File: config.mk
export PLATFORM = sky130hd
export DESIGN_NAME = config_frame_writer
export DESIGN_NICKNAME = d
export VERILOG_FILES = /design/src/rtl/config_frame_writer_pkg.sv /design/src/rtl/config_frame_writer.sv
export SDC_FILE = /design/constraint.sdc
export NUM_CORES = 1
export LEC_CHECK = 0
export ABC_CLOCK_PERIOD_IN_PS = 1400
export CAP_MARGIN = 20
export CORE_AREA = 8 8 68 94
export DETAILED_ROUTE_END_ITERATION = 10
export DIE_AREA = 0 0 76 102
export PLACE_DENSITY = 0.78
export SLEW_MARGIN = 15
export SYNTH_ARGS = -nofsm -noshare
export SYNTH_HDL_FRONTEND = slang
export SYNTH_SLANG_ARGS = --single-unit
export TNS_END_PERCENT = 30
File: constraint.sdc
create_clock -name CLK -period 1.4 [get_ports CLK]
set_input_delay 0.35 -clock CLK [delete_from_list [all_inputs] [get_ports CLK]]
set_output_delay 0.35 -clock CLK [all_outputs]
set_load 0.05 [all_outputs]
File: src/rtl/config_frame_writer_pkg.sv
// -----------------------------------------------------------------------------
// config_frame_pkg
//
// Shared definitions for the configuration frame writer:
//   - frame_state_e : writer FSM states (IDLE, ROWS, STROBE)
//   - HDR_COL_LSB   : bit position of the column index inside a header word
//   - ROW_NONE      : RowSelect value meaning "no row captures this cycle"
// -----------------------------------------------------------------------------
package config_frame_pkg;

    typedef enum logic [1:0] {
        IDLE   = 2'd0,
        ROWS   = 2'd1,
        STROBE = 2'd2
    } frame_state_e;

    localparam int HDR_COL_LSB = 32'sd0;
    localparam int ROW_NONE    = 32'sd0;

endpackage : config_frame_pkg

File: src/rtl/config_frame_writer.sv
// -----------------------------------------------------------------------------
// config_frame_writer
//
// Producer side of the fabric configuration frame path. Takes a header word
// (column index) followed by NUM_ROWS row words, broadcasts each row word on
// FrameData_O together with its row number on RowSelect_O, then pulses
// FrameStrobe_O with the column on FrameSelect_O. Frames addressed to an
// out-of-range column are consumed silently and raise a sticky HeaderError_O.
//
// Ports:
//   CLK            in   clock
//   RST            in   synchronous active-high reset
//   WordData_I     in   header or row word
//   WordValid_I    in   word valid
//   WordReady_O    out  word accepted when valid & ready (decoded from state)
//   FrameData_O    out  registered row data broadcast
//   RowSelect_O    out  registered row index capturing FrameData_O (0 = none)
//   FrameSelect_O  out  registered target column, valid with the strobe
//   FrameStrobe_O  out  registered one-cycle frame commit pulse
//   Busy_O         out  registered, high while in ROWS or STROBE
//   HeaderError_O  out  sticky out-of-range column flag, cleared by RST only
// -----------------------------------------------------------------------------
module config_frame_writer
    import config_frame_pkg::*;
#(
    parameter int FRAME_BITS_PER_ROW = 32,
    parameter int ROW_SELECT_WIDTH   = 5,
    parameter int NUM_ROWS           = 16,
    parameter int FRAME_SELECT_WIDTH = 5,
    parameter int NUM_COLUMNS        = 20
) (
    input  logic                          CLK,
    input  logic                          RST,
    input  logic [FRAME_BITS_PER_ROW-1:0] WordData_I,
    input  logic                          WordValid_I,
    output logic                          WordReady_O,
    output logic [FRAME_BITS_PER_ROW-1:0] FrameData_O,
    output logic [ROW_SELECT_WIDTH-1:0]   RowSelect_O,
    output logic [FRAME_SELECT_WIDTH-1:0] FrameSelect_O,
    output logic                          FrameStrobe_O,
    output logic                          Busy_O,
    output logic                          HeaderError_O
);

    // One extra bit so NUM_COLUMNS == 2^FRAME_SELECT_WIDTH still compares correctly.
    localparam logic [FRAME_SELECT_WIDTH:0] NUM_COLUMNS_W   = (FRAME_SELECT_WIDTH+1)'(NUM_COLUMNS);
    localparam logic [ROW_SELECT_WIDTH-1:0] LAST_ROW_W      = ROW_SELECT_WIDTH'(NUM_ROWS);
    localparam logic [ROW_SELECT_WIDTH-1:0] FIRST_ROW_W     = ROW_SELECT_WIDTH'(32'd1);
    localparam logic [ROW_SELECT_WIDTH-1:0] ROW_NONE_W      = ROW_SELECT_WIDTH'(ROW_NONE);

    frame_state_e                    state_r;
    frame_state_e                    state_nxt_s;
    logic [ROW_SELECT_WIDTH-1:0]     row_cnt_r;
    logic [FRAME_SELECT_WIDTH-1:0]   col_r;
    logic                            discard_r;
    logic [FRAME_BITS_PER_ROW-1:0]   frame_data_r;
    logic [ROW_SELECT_WIDTH-1:0]     row_sel_r;
    logic [FRAME_SELECT_WIDTH-1:0]   frame_sel_r;
    logic                            strobe_r;
    logic                            busy_r;
    logic                            hdr_err_r;

    logic                            ready_s;
    logic                            accept_s;
    logic [FRAME_SELECT_WIDTH-1:0]   hdr_col_s;
    logic                            col_ok_s;
    logic                            last_row_s;

    // Ready is a pure decode of the state register: only the STROBE cycle stalls.
    assign ready_s    = (state_r != STROBE);
    assign accept_s   = WordValid_I & ready_s;
    assign hdr_col_s  = WordData_I[HDR_COL_LSB +: FRAME_SELECT_WIDTH];
    assign col_ok_s   = ({1'b0, hdr_col_s} < NUM_COLUMNS_W);
    assign last_row_s = (row_cnt_r == LAST_ROW_W);

    // Next-state logic for the header / rows / strobe sequence.
    always_comb begin
        state_nxt_s = state_r;
        case (state_r)
            IDLE: begin
                if (accept_s) begin
                    state_nxt_s = ROWS;
                end else begin
                    state_nxt_s = IDLE;
                end
            end
            ROWS: begin
                if (accept_s && last_row_s) begin
                    state_nxt_s = STROBE;
                end else begin
                    state_nxt_s = ROWS;
                end
            end
            STROBE: begin
                state_nxt_s = IDLE;
            end
            default: begin
                state_nxt_s = IDLE;
            end
        endcase
    end

    // State, row counter, header latch and all registered outputs.
    always_ff @(posedge CLK) begin
        if (RST) begin
            state_r      <= IDLE;
            row_cnt_r    <= FIRST_ROW_W;
            col_r        <= '0;
            discard_r    <= 1'b0;
            frame_data_r <= '0;
            row_sel_r    <= ROW_NONE_W;
            frame_sel_r  <= '0;
            strobe_r     <= 1'b0;
            busy_r       <= 1'b0;
            hdr_err_r    <= 1'b0;
        end else begin
            state_r     <= state_nxt_s;
            busy_r      <= (state_nxt_s != IDLE);
            // Row select and strobe are single-cycle pulses unless re-asserted below.
            row_sel_r   <= ROW_NONE_W;
            strobe_r    <= 1'b0;
            frame_sel_r <= '0;
            case (state_r)
                IDLE: begin
                    if (accept_s) begin
                        col_r     <= hdr_col_s;
                        row_cnt_r <= FIRST_ROW_W;
                        discard_r <= ~col_ok_s;
                        if (!col_ok_s) begin
                            hdr_err_r <= 1'b1;
                        end
                    end
                end
                ROWS: begin
                    if (accept_s) begin
                        frame_data_r <= WordData_I;
                        row_sel_r    <= discard_r ? ROW_NONE_W : row_cnt_r;
                        row_cnt_r    <= row_cnt_r + FIRST_ROW_W;
                    end
                end
                STROBE: begin
                    strobe_r    <= ~discard_r;
                    frame_sel_r <= discard_r ? '0 : col_r;
                end
                default: begin
                end
            endcase
        end
    end

    assign WordReady_O   = ready_s;
    assign FrameData_O   = frame_data_r;
    assign RowSelect_O   = row_sel_r;
    assign FrameSelect_O = frame_sel_r;
    assign FrameStrobe_O = strobe_r;
    assign Busy_O        = busy_r;
    assign HeaderError_O = hdr_err_r;

endmodule : config_frame_writer

==> impl_results.md, run 1 <==
- CP Max Fanout: 8
- Area grow syn2layout: 77.81%
- Maxcap violations: 0
- Req. time, crit path: 1.05 ns
- Total track usage: 15.17%
- Clock root cell: clkbuf_8
- CTS Hold Bufs: 0
- DRT iter0 DRCs: 241
- YS warnings: 0
- CTS sink cnt: 58
- WP data arrival: 1.03 ns
- Layout cells sized above 1: 24.46%
- Clock slew at reported path FFs: 0.07 ns
- Die height: 102 µm
- Status: complete, no violations
- Vias post-DR: 1,847
- Synth unique cells: 28
- Final wirelength: 5592 µm
- Number of synthesized register bits: 58
- Crit end category: output pin
- Synthesized area per cell: 8.796 µm²
- Final Hold Vio Count: 0
- Tcrit/Tclk final: 98.90%
- Site Rows: 31
- First-pass GRT wire length: 9177 µm
- Final core utilization: 72.52%
- RSZ-0062 raised after global routing: yes
- H-tree depth: 3
- Yosys top cell by area: dfxtp_1
- Wirelength per Cell: 14.38 µm
- Starting Density: 40.79%
- Die X: 76 µm
- Worst-Margin Slew: 0.3456 ns
- Vias per cell: 4.748
- R2R depth: 5
- Overflow after GRT: 0
- Final WS setup: 0.01540 ns
- Total Power: 3.946 mW
- Pwr Density: 1088 nW/µm²
- Instance count of the mapped netlist: 232
- CTS Buf Count: 9
- Post-CTS setup buffer count: 0
- GPL Wtd Cong: 0.7711
- First-pass iteration count of the detailed router: 5
- Max-slew headroom: 76.89%
- Sequential area share after synthesis: 56.90%
- Worst slack at placement: -0.3115 ns
- Area after DPL: 3395 µm²
- NumNets Final: 356
- CORE AREA: 5004 µm²
- Final Max Slew Viols: 0
- Ports: 81
- Largest net degree at the start of global routing: 35
- Synthesized area: 2041 µm²
- Worst skew pair latency: 0.34 ns
- Peak VDD IR: 0.8004 mV
- Crit path kind: register to output pin
- Initial antenna violation count: 0
- Pleak: 1.387 nW
- Tmin final: 1.385 ns
- Vias in the first global route: 1,851
- Tightest Hold Check Type: register to register
- XOR/XNOR share of the synthesized area: 0.8584%
- Worst hold endpoint: FrameSelect_O[0]$_SDFF_PP0_
- Fmax: 0.7222 GHz
- CTS tree: yes
- DRC Markers: 0
- Critical Path Start Type: register
- HPWL Detailed: 4122 µm
- Die area: 7752 µm²
- R2R Path End: state_r[0]$_SDFF_PP0_
- Synth area leaders: dfxtp_1, nand2_1, a21oi_1
- Post-synthesis compound-gate area fraction: 12.75%
- Fraction of synthesized area in multiplexers: 0%
- Post-synthesis simple-gate area fraction: 23.91%
- Diode count: 0
- CTS Buffer Depth: 2
- Adder-cell area share of the yosys netlist: 1.226%
- Port Buffer Count: 80
- Final Skew: 0.006343 ns
- Final instance area: 3628 µm²
- Min-Delay Path Depth: 1
- Setup violators final: 0
- Post-synth top area share: 56.90%
- Antenna Nets Post-Route: 0
- Syn Nets: 269
- Worst R2R Setup Slack: 0.13 ns
- RR Startpoint: row_cnt_r[0]$_SDFFE_PP1P_
- Hold_sp: col_r[0]$_SDFFE_PP0P_
- Main combinational cell family by area after synthesis: simple AND/OR/NAND/NOR gates
[synth_stat cells]
| cell type | number |
|---|---|
| a21oi_1 | 41 |
| a22oi_1 | 1 |
| and2_1 | 11 |
| and3b_1 | 1 |
| buf_2 | 5 |
| buf_4 | 3 |
| buf_6 | 1 |
| clkbuf_1 | 5 |
| dfxtp_1 | 58 |
| ha_1 | 2 |
| inv_1 | 3 |
| nand2_1 | 71 |
| nand2b_1 | 2 |
| nand2b_4 | 1 |
| nand3_1 | 2 |
| nand3b_1 | 2 |
| nor2_1 | 4 |
| nor3_1 | 1 |
| nor3_2 | 1 |
| nor3b_4 | 1 |
| nor4b_2 | 1 |
| nor4bb_1 | 1 |
| o211ai_1 | 1 |
| o21ai_0 | 8 |
| or2_2 | 1 |
| or3_1 | 2 |
| xnor2_1 | 1 |
| xor2_1 | 1 |
[placed cells by master (no fill, tap or decap), drive strengths merged, types with 3 or more instances in the layout]
master / netlist / final
nand2: 71 / 71
nor2: 4 / 4
clkdlybuf4s50: 0 / 33
buf: 9 / 56
nand2b: 3 / 3
and2: 11 / 11
inv: 3 / 3
o21ai: 8 / 8
dfxtp: 58 / 58
clkbuf: 5 / 13
a21oi: 41 / 41
[where the power goes]
part | switching, mW | internal (mW)
logic | 0.298 | 0.313
registers | 0.0590 | 1.71
clock network | 0.611 | 0.955
total | 0.968 | 2.98
[stage by stage]
stage	instances	TNS [ns]	hold WS [ns]
final	389	0	0.4459
after global routing	389	-0.02416	0.4887
after CTS	389	0	0.4517
after detailed placement	374	-9.795	0.4369
after global placement	374	-8.461	0.4322
after floorplan	232	0	0.4229
[sequential cells by signal, indices dropped and copies added, names as in the netlist]
| name | cells |
|---|---|
| Busy_O | 1 |
| FrameStrobe_O | 1 |
| FrameSelect_O | 5 |
| discard_r | 1 |
| state_r | 2 |
| FrameData_O | 32 |
| row_cnt_r | 5 |
| HeaderError_O | 1 |
| RowSelect_O | 5 |
| col_r | 5 |
[critical path: stages (launching register included)]
cell and delay [ns]:
dfxtp_4 0.40, nand2b_4 0.16, buf_12 0.14
[worst max-delay path by stage]
stage                          start                     endpoint  slack (ns)
3_3_place_gp             WordValid_I    row_cnt_r[4]$_SDFFE_PP0P_       -0.27
4_1_cts        state_r[0]$_SDFF_PP0_                  WordReady_O       0.008
2_1_floorplan  state_r[1]$_SDFF_PP0_  FrameSelect_O[0]$_SDFF_PP0_        0.13
3_5_place_dp             WordValid_I    RowSelect_O[1]$_SDFF_PP0_       -0.31
5_1_grt        state_r[0]$_SDFF_PP0_                  WordReady_O       -0.02
6_report       state_r[0]$_SDFF_PP0_                  WordReady_O        0.02
[layout make-up]
class                           instances  area (µm²)
Fill cell                             342        1375
Timing Repair Buffer                   90        1351
Sequential cell                        58        1166
Multi-Input combinational cell        157       813.3
Clock buffer                           13       168.9
Tap cell                               66       82.58
Clock inverter                          2       35.03
Inverter                                3       11.26
[per-layer routing]
metal	routed length, µm	track usage, %
met2	3046	26.06
met4	140	8.939
met3	390	7.130
met5	0	0
met1	2015	14.68
[logic make-up (layout without fill, tap and decap cells)]
group           Yosys count  count (layout)
compound gates           51              51
xor+xnor                  2               2
fa+ha+maj                 2               2
buf+inv                  17             108
flops                    58              58
simple gates            102             102
[what timing repair did]
| action | in CTS | in global routing |
|---|---|---|
| pin swaps | 0 | 0 |
| endpoints found under the setup margin | 1 | 7 |
| endpoints found under the hold margin | 0 | 0 |
| gates resized for setup | 4 | 3 |
Power figures use the tool's default switching activity.
==> run 2, diff against run 1 <==
--- a/config.mk
+++ b/config.mk
@@ -6,11 +6,12 @@
 export NUM_CORES = 1
 export LEC_CHECK = 0
 export ABC_CLOCK_PERIOD_IN_PS = 1400
-export CAP_MARGIN = 20
 export CORE_AREA = 8 8 68 94
+export CTS_CLUSTER_DIAMETER = 60
 export DETAILED_ROUTE_END_ITERATION = 10
 export DIE_AREA = 0 0 76 102
 export PLACE_DENSITY = 0.78
+export REMOVE_ABC_BUFFERS = 1
 export SLEW_MARGIN = 15
 export SYNTH_ARGS = -nofsm -noshare
 export SYNTH_HDL_FRONTEND = slang
==> impl_results.md, run 2 (synthesized netlist as in run 1, its figures left out) <==
- Fill cell count: 349 (+2.0%)
- Pwr Density: 1083 nW/µm² (-0.40%)
- Worst skew pair latency: 0.34 ns (about the same)
- Layout cells sized above 1: 25.91% (+1.5 points)
- Final WS setup: 0.03225 ns (+0.01684 ns)
- Ports: 81 (unchanged)
- Initial antenna violation count: 0 (unchanged)
- Area after DPL: 3425 µm² (+0.88%)
- CTS Hold Bufs: 0 (unchanged)
- Final Max Slew Viols: 0 (unchanged)
- Clock root cell: clkbuf_8
- Vias post-DR: 1,882 (+1.9%)
- Clock share of power: 39.6% (about the same)
- Die height: 102 µm (unchanged)
- Placed cell count: 378 (+1.1%)
- Tcrit/Tclk final: 97.70% (-1.2 points)
- Tmin final: 1.368 ns (-0.01684 ns)
- CTS tree: yes
- Req. time, crit path: 1.05 ns (about the same)
- Diode count: 0 (unchanged)
- Total track usage: 15.60% (+0.43 points)
- Setup violators final: 0 (unchanged)
- Setup TNS: 0 ns (unchanged)
- Antenna Nets Post-Route: 0 (unchanged)
- Part of the power in combinational logic: 15.9% (+0.4 points)
- Switching Share: 25.82% (+1.3 points)
- CTS Buf Count: 9 (unchanged)
- DRC Markers: 0 (unchanged)
- Worst R2R Setup Slack: 0.12 ns (about the same)
- Crit path kind: register to output pin
- NumNets Final: 360 (+1.1%)
- Largest net degree at the start of global routing: 33 (-5.7%)
- CP Max Fanout: 5 (-3)
- Area grow syn2layout: 79.28%
- Vias in the first global route: 1,932 (+4.4%)
- Starting Density: 40.79% (unchanged)
- GPL Wtd Cong: 0.7875 (+2.1%)
- Status: complete, no violations
- Final Hold Vio Count: 0 (unchanged)
- Final Skew: 0.006876 ns (+0.0005331 ns)
- H-tree depth: 3 (unchanged)
- Die area: 7752 µm² (unchanged)
- Commonest cells after routing, fill and taps aside: nand2_1, dfxtp_1, buf_12
- Die X: 76 µm (unchanged)
- Post-CTS setup buffer count: 0 (unchanged)
- Worst-Margin Slew: 0.3940 ns (+0.04837 ns)
- Register share of total power: 44.5% (-0.3 points)
- Switching power: 1.023 mW (+5.7%)
- Final instance area: 3659 µm² (+0.83%)
- Port Buffer Count: 80 (unchanged)
- Internal power: 2.940 mW (-1.3%)
- First-pass GRT wire length: 9473 µm (+3.2%)
- CTS Buffer Depth: 2 (unchanged)
- Critical Path Start Type: register
- WP data arrival: 1.02 ns (about the same)
- Peak VDD IR: 1.018 mV (+27%)
- Tightest Hold Check Type: register to register
- Most common cell after layout, fill and taps aside: nand2_1
- HPWL Detailed: 4286 µm (+4.0%)
- Overflow after GRT: 0 (unchanged)
- Vias per cell: 4.777 (+0.60%)
- Max-slew headroom: 73.67% (-3.2 points)
- First-pass iteration count of the detailed router: 4 (-1)
- Wirelength per Cell: 14.56 µm (+1.3%)
- Pleak: 1.407 nW (+1.4%)
- Clock slew at reported path FFs: 0.07 ns (about the same)
- Crit end category: output pin
- DRT iter0 DRCs: 111 (-54%)
- Total Power: 3.963 mW (+0.43%)
- Site Rows: 31 (unchanged)
- Post-Layout Cell Count: 394 (+1.3%)
- Max reg flops: 32 (unchanged)
- Worst slack at placement: -0.3334 ns (-0.02191 ns)
- CTS sink cnt: 58 (unchanged)
- Final wirelength: 5736 µm (+2.6%)
- Fmax: 0.7311 GHz (+1.2%)
- CORE AREA: 5004 µm² (unchanged)
- Maxcap violations: 0 (unchanged)
run 2: through the flow:
| step | hold WS [ns] | util (%) |
|---|---|---|
| final | 0.4491 | 73.12 |
| after global routing | 0.4639 | 73.12 |
| after CTS | 0.4506 | 72.77 |
| after detailed placement | 0.4356 | 68.44 |
| after global placement | 0.4317 | 68.44 |
| after floorplan | 0.4191 | - |
run 2: final timing paths:
path,to,cells past startpoint,from
setup / recovery,WordReady_O,2,state_r[0]$_SDFF_PP0_
hold / removal,FrameSelect_O[3]$_SDFF_PP0_,1,col_r[3]$_SDFFE_PP0P_
setup reg to reg,row_cnt_r[4]$_SDFFE_PP0P_,4,row_cnt_r[1]$_SDFFE_PP0P_
hold reg to reg,FrameSelect_O[3]$_SDFF_PP0_,1,col_r[3]$_SDFFE_PP0P_
run 2: final cells by class:
cell class	count	area, µm²	area share, %
clock buffers	11	151.4	4.138
clock inverters	5	52.55	1.436
inverters	3	11.26	0.3078
multi-input cells	157	813.3	22.23
flip-flops and latches	58	1166	31.87
well taps	66	82.58	2.257
repair buffers	94	1381	37.76
run 2: worst max-delay path, cell delays in order (launching register included):
cell	delay (ns)
dfxtp_4	0.37
nand2b_4	0.16
buf_12	0.15
run 2: repair_timing:
item	in CTS	in global routing
gates cloned	0	0
endpoints found under the setup margin	1	30
gates resized for setup	5	3
run 2: power groups by stage:
stage	logic, mW	clock network, mW	registers, mW
final	0.629	1.57	1.77
after floorplan	0.107	0	1.93
after CTS	0.633	1.60	1.77
after detailed placement	0.627	0	1.80
after global routing	0.668	1.66	1.77
after global placement	0.617	0	1.80
run 2: per-layer routing:
metal	routed length [µm]	global-route usage [%]
met1	2057	14.23
met2	3114	28.31
met3	459	6.426
met4	104	9.848
met5	0	0
